File: src/rtl/kyber_ctrl_sequencer.sv
// Control/status register file for the Kyber polynomial core: decodes mode/start writes
// on the PS register port, sequences one core operation and arbitrates data-BRAM ownership.
module kyber_ctrl_sequencer #(
    parameter int          ADDR_W  = 13,
    parameter int          TIMEOUT = 200000,
    parameter logic [31:0] VERSION = 32'h0001_0000
) (
    input  logic              BRAM_PORTA_2_clk,
    input  logic              BRAM_PORTA_2_rst,
    input  logic              BRAM_PORTA_2_en,
    input  logic [3:0]        BRAM_PORTA_2_we,
    input  logic [ADDR_W-1:0] BRAM_PORTA_2_addr,
    input  logic [31:0]       BRAM_PORTA_2_din,
    output logic [31:0]       BRAM_PORTA_2_dout,
    output logic              core_start,
    output logic [1:0]        core_mode,
    input  logic              core_done,
    output logic              mem_owner,
    output logic              irq
);

    typedef enum logic [1:0] {IDLE, LAUNCH, RUN, DONE} state_t;

    localparam logic [ADDR_W-1:0] A_CTRL    = ADDR_W'(1);
    localparam logic [ADDR_W-1:0] A_MODE    = ADDR_W'(3);
    localparam logic [ADDR_W-1:0] A_STATUS  = ADDR_W'(4);
    localparam logic [ADDR_W-1:0] A_CYCLES  = ADDR_W'(5);
    localparam logic [ADDR_W-1:0] A_VERSION = ADDR_W'(6);
    localparam logic [31:0]       TMO_LAST  = 32'(TIMEOUT - 1);

    state_t      state, state_next;
    logic [31:0] ctrl_q;
    logic [1:0]  mode_q;
    logic [1:0]  core_mode_q;
    logic        done_q, mode_err_q, tmo_err_q;
    logic [31:0] cycles_q;
    logic        irq_q;
    logic [31:0] dout_q;
    logic [31:0] rdata;

    logic wr, start_req, mode_ok, timed_out, busy;
    logic enter_done, set_mode_err, set_tmo_err, do_launch;

    assign wr        = BRAM_PORTA_2_en && (|BRAM_PORTA_2_we);
    assign start_req = wr && (BRAM_PORTA_2_addr == A_CTRL) && BRAM_PORTA_2_din[0] && !ctrl_q[0];
    assign mode_ok   = (mode_q != 2'd3);
    assign timed_out = (TIMEOUT != 0) && (cycles_q == TMO_LAST);
    assign busy      = (state == LAUNCH) || (state == RUN);

    // Core handshake: core_start is a single-cycle request (valid) issued from LAUNCH; the
    // core answers with core_done (pulse or level), which is only honoured while in RUN.
    assign core_start = (state == LAUNCH);
    assign mem_owner  = busy;
    assign core_mode  = core_mode_q;
    assign irq        = irq_q;
    assign BRAM_PORTA_2_dout = dout_q;

    always_ff @(posedge BRAM_PORTA_2_clk) begin
        if (BRAM_PORTA_2_rst) state <= IDLE;
        else                  state <= state_next;
    end

    always_comb begin
        state_next   = state;
        enter_done   = 1'b0;
        set_mode_err = 1'b0;
        set_tmo_err  = 1'b0;
        do_launch    = 1'b0;
        case (state)
            IDLE, DONE: begin
                if (start_req) begin
                    if (mode_ok) begin
                        state_next = LAUNCH;
                        do_launch  = 1'b1;
                    end else begin
                        state_next   = DONE;
                        enter_done   = 1'b1;
                        set_mode_err = 1'b1;
                    end
                end
            end
            LAUNCH: state_next = RUN;
            RUN: begin
                // A done arriving on the expiry cycle wins over the timeout.
                if (core_done) begin
                    state_next = DONE;
                    enter_done = 1'b1;
                end else if (timed_out) begin
                    state_next  = DONE;
                    enter_done  = 1'b1;
                    set_tmo_err = 1'b1;
                end
            end
            default: state_next = IDLE;
        endcase
    end

    always_ff @(posedge BRAM_PORTA_2_clk) begin
        if (BRAM_PORTA_2_rst) begin
            ctrl_q      <= '0;
            mode_q      <= '0;
            core_mode_q <= '0;
            done_q      <= 1'b0;
            mode_err_q  <= 1'b0;
            tmo_err_q   <= 1'b0;
            cycles_q    <= '0;
            irq_q       <= 1'b0;
        end else begin
            if (wr && BRAM_PORTA_2_addr == A_CTRL) ctrl_q <= BRAM_PORTA_2_din;
            if (wr && BRAM_PORTA_2_addr == A_MODE) mode_q <= BRAM_PORTA_2_din[1:0];
            irq_q <= enter_done;
            if (do_launch) begin
                core_mode_q <= mode_q;
                done_q      <= 1'b0;
                mode_err_q  <= 1'b0;
                tmo_err_q   <= 1'b0;
                cycles_q    <= '0;
            end else if (state == RUN && cycles_q != 32'hFFFF_FFFF) begin
                cycles_q <= cycles_q + 32'd1;
            end
            if (enter_done) begin
                done_q     <= 1'b1;
                mode_err_q <= set_mode_err;
                tmo_err_q  <= set_tmo_err;
            end
        end
    end

    always_comb begin
        rdata = '0;
        case (BRAM_PORTA_2_addr)
            A_CTRL:    rdata = ctrl_q;
            A_MODE:    rdata = {30'd0, mode_q};
            A_STATUS:  rdata = {28'd0, busy, tmo_err_q, mode_err_q, done_q};
            A_CYCLES:  rdata = cycles_q;
            A_VERSION: rdata = VERSION;
            default:   rdata = '0;
        endcase
    end

    // Read-first: rdata is sampled from the pre-write register contents.
    always_ff @(posedge BRAM_PORTA_2_clk) begin
        if (BRAM_PORTA_2_rst)     dout_q <= '0;
        else if (BRAM_PORTA_2_en) dout_q <= rdata;
    end

endmodule

File: config.mk
export PLATFORM = sky130hd
export DESIGN_NAME = kyber_ctrl_sequencer
export DESIGN_NICKNAME = d
export VERILOG_FILES = /design/src/rtl/kyber_ctrl_sequencer.sv
export SDC_FILE = /design/constraint.sdc
export NUM_CORES = 1
export LEC_CHECK = 0
export BUFFER_PORTS_ARGS = -buffer_cell sky130_fd_sc_hd__buf_2
export CAP_MARGIN = 20
export CORE_UTILIZATION = 35
export DETAILED_ROUTE_END_ITERATION = 6
export PLACE_DENSITY = 0.58
export SYNTH_ARGS = -nofsm -noshare
export SYNTH_HDL_FRONTEND = slang
export SYNTH_SLANG_ARGS = --single-unit
File: constraint.sdc
create_clock -name BRAM_PORTA_2_clk -period 4.2 [get_ports BRAM_PORTA_2_clk]
set_input_delay 0.84 -clock BRAM_PORTA_2_clk [delete_from_list [all_inputs] [get_ports BRAM_PORTA_2_clk]]
set_output_delay 0.84 -clock BRAM_PORTA_2_clk [all_outputs]
set_load 0.005 [all_outputs]
==> flow_summary.json <==
{
  "outcome": "finished clean",
  "cts_root_buffer": "clkbuf_16",
  "worst_pin_slew_ns": 0.946,
  "synth_nets": 632,
  "power.leakage_nw": 2.00,
  "crit_fanout": 18,
  "final_antenna_net_count": 0,
  "boundaryPins": 90,
  "grt_pass1_vias": 4226,
  "final_util_pct": 43.0,
  "hold_viol": 0,
  "grt_pass1_wl_um": 21900,
  "critPathRequiredTime_ns": 4.45,
  "fin_crit_sh_pct": 63.1,
  "cts_made_buffers": 9,
  "powerDensity_mw_per_mm2": 380,
  "finalSetupViolCount": 0,
  "drc": 0,
  "critPathBufInv": 2,
  "post_cts_resized": 0,
  "p_int_mw": 1.57,
  "dpl.cell_count": 806,
  "worstSetupStartpointType": "input port",
  "initial_utilization_pct": 36.4,
  "mostFrequentLayoutCells": "nand2_1, dfxtp_1, buf_2",
  "cts_hold_repair.buffers": 0,
  "netlist.top_cell.by_area": "dfxtp_1",
  "critPathKind": "in -> reg",
  "gr-total-overflow": 0,
  "rsz0062_at_grt": "false",
  "synth-seq-cells": 106,
  "grt_usage_pct": 19.9,
  "path_clk_slew_ns": 0.06,
  "place_congestion": 0.905,
  "min_path_type": "reg -> reg",
  "ys.flop_type": "dfxtp_1",
  "power_switching_uw": 523,
  "worstPathArrival_ns": 2.90,
  "wirelength_um": 13200,
  "ys_seq_area_share_pct": 45.5,
  "final_cells": 822,
  "std_cell_rows": 41,
  "clk_latency_ns": 0.34,
  "vias": 4436,
  "ir_drop_mv": 0.160,
  "routedWlPerCell_um": 16.1,
  "min_period_ns": 2.65,
  "port_buffers": 89,
  "die_w_um": 117,
  "die-area_mm2": 0.0138,
  "syn2layout_area_growth_pct": 18.1,
  "synth-edff-count": 0,
  "vias_per_cell": 5.40,
  "synth_cells": 575,
  "crit_path_cell_trace": "buf_2 > nor4_1 > and4_1 > and3_1 > buf_4 > a22oi_1 > o21ai_0",
  "p_comb_share_pct": 10.6,
  "grt_max_degree": 30,
  "sw_frac_of_total_pct": 24.9,
  "setup_tns_ns": 0,
  "relSlewSlack_pct": 36.9,
  "crit_path_max_incr_delay_ns": 0.50,
  "n_antenna_cell": 0,
  "final_max_slew_viol_count": 0,
  "die_h_um": 117,
  "synth_async_sr_flop_share_pct": 0,
  "final_common_cell": "nand2_1",
  "dp_hpwl_um": 9640,
  "netlist_area_mm2": 0.00466,
  "cpMaxStageDelayCell": "and3_1",
  "maxCapViolCount": 0,
  "drtIter0Drc": 265,
  "cts_setup_buffers": 0,
  "clk_path_buf_depth": 2,
  "finClkSkew_ns": 0.00771,
  "final_nets": 702,
  "end_kind": "flop",
  "ys_top_cells_by_area": "dfxtp_1, nand2_1, a21oi_1",
  "antenna_found_initial": 0,
  "coreArea_mm2": 0.0128,
  "synth_warnings": 0,
  "clkPwrFrac_pct": 39.6,
  "post-synth-top-area-fraction_pct": 45.5,
  "cts_tree": "built",
  "critical_path.top_delay_family": "simple AND/OR/NAND/NOR gates",
  "fmax_ghz": 0.377,
  "p_seq_share_pct": 49.8,
  "yosysUniqueCellTypes": 54,
  "cts.htree.levels": 3,
  "drive_above_1_share_pct": 18.5,
  "syn_avg_cell_area_um2": 8.11,
  "cts.sinks": 106,
  "detail_route.first_pass.iterations": 6
}
==> per-stage QoR <==
| stage | instance area, um^2 | hold slack [ns] | total power, mW | setup slack (ns) |
|---|---|---|---|---|
| 2_1_floorplan | 4660 | 0.436 | 1.20 | 1.76 |
| 3_3_place_gp | 5220 | 0.440 | 1.28 | 1.31 |
| 3_5_place_dp | 5220 | 0.442 | 1.28 | 1.20 |
| 4_1_cts | 5510 | 0.459 | 2.11 | 1.56 |
| 5_1_grt | 5510 | 0.483 | 2.19 | 1.31 |
| 6_report | 5510 | 0.457 | 2.10 | 1.55 |
==> worst min-delay path, stage by stage, from the launching register on <==
cell and delay [ns]:
dfxtp_1 0.33, nand2_1 0.05, o21ai_0 0.05
==> cell families after synthesis <==
logic type	after synthesis	share of synthesized area [%]
and+or+nand+nor	236	24.8
AOI/OAI and AO/OA	165	21.4
DFF	106	45.5
buffers and inverters	51	4.48
muxes	10	2.20
adders and majority gates	4	1.07
xor gates and xnor gates	3	0.563
==> final cells by class <==
cell class,instances,area (um^2)
clock buffers,12,236
clock inverters,4,52.6
inverters,15,56.3
fillers,1357,7320
repair buffers,95,490
well taps,172,215
flip-flops and latches,106,2120
multi-input cells,418,2340
==> Yosys cell counts (2+ instances only) <==
| master | number |
|---|---|
| nor2_1 | 15 |
| buf_1 | 2 |
| ha_1 | 4 |
| or3_1 | 17 |
| a32o_1 | 3 |
| mux2_2 | 2 |
| nor4_1 | 10 |
| and2_1 | 6 |
| and4_1 | 8 |
| o31ai_1 | 4 |
| mux2i_1 | 8 |
| a22o_1 | 2 |
| a21oi_1 | 60 |
| or3_2 | 3 |
| a22oi_1 | 29 |
| nand2_1 | 119 |
| buf_6 | 2 |
| a41o_1 | 2 |
| nor4b_1 | 2 |
| a21o_1 | 2 |
| o21ai_0 | 50 |
| xnor2_1 | 3 |
| buf_2 | 2 |
| dfxtp_1 | 106 |
| and3_1 | 10 |
| clkbuf_1 | 30 |
| inv_1 | 14 |
| nor2b_1 | 2 |
| nor3_1 | 3 |
| nand3_1 | 24 |
| nand4_1 | 3 |
| or4_1 | 6 |
==> per-layer routing <==
layer	up-vias	track usage, %	share of wire [%]
li1	2204	-	-
met3	14	2.04	4.2
met5	-	0	0
met1	2121	27.3	48
met4	0	8.04	1.9
met2	97	31.8	46
==> sequential cells by signal (all words and copies together) (netlist names) <==
name / flops
state: 2
irq: 1
tmo_err_q: 1
BRAM_PORTA_2_dout: 32
mode_err_q: 1
mode_q: 2
ctrl_q: 32
cycles_q: 32
done_q: 1
core_mode: 2
==> power groups by stage <==
stage | clock (mW) | sequential, mW | combinational [mW]
floorplan | 0 | 1.06 | 0.139
global placement | 0 | 1.06 | 0.213
detailed placement | 0 | 1.07 | 0.218
CTS | 0.852 | 1.04 | 0.219
global route | 0.894 | 1.04 | 0.249
finish | 0.831 | 1.04 | 0.221
==> path summary, 6_finish.rpt <==
check | endpoint | start | slack, ns | depth (start not counted)
max | BRAM_PORTA_2_dout[26] | BRAM_PORTA_2_addr[7] | 1.55 | 7
min | BRAM_PORTA_2_dout[29] | BRAM_PORTA_2_dout[29] | 0.46 | 2
max reg2reg | cycles_q[31] | cycles_q[2] | 1.77 | 5
min reg2reg | BRAM_PORTA_2_dout[29] | BRAM_PORTA_2_dout[29] | 0.46 | 2
(Power assumes the default switching activity.)
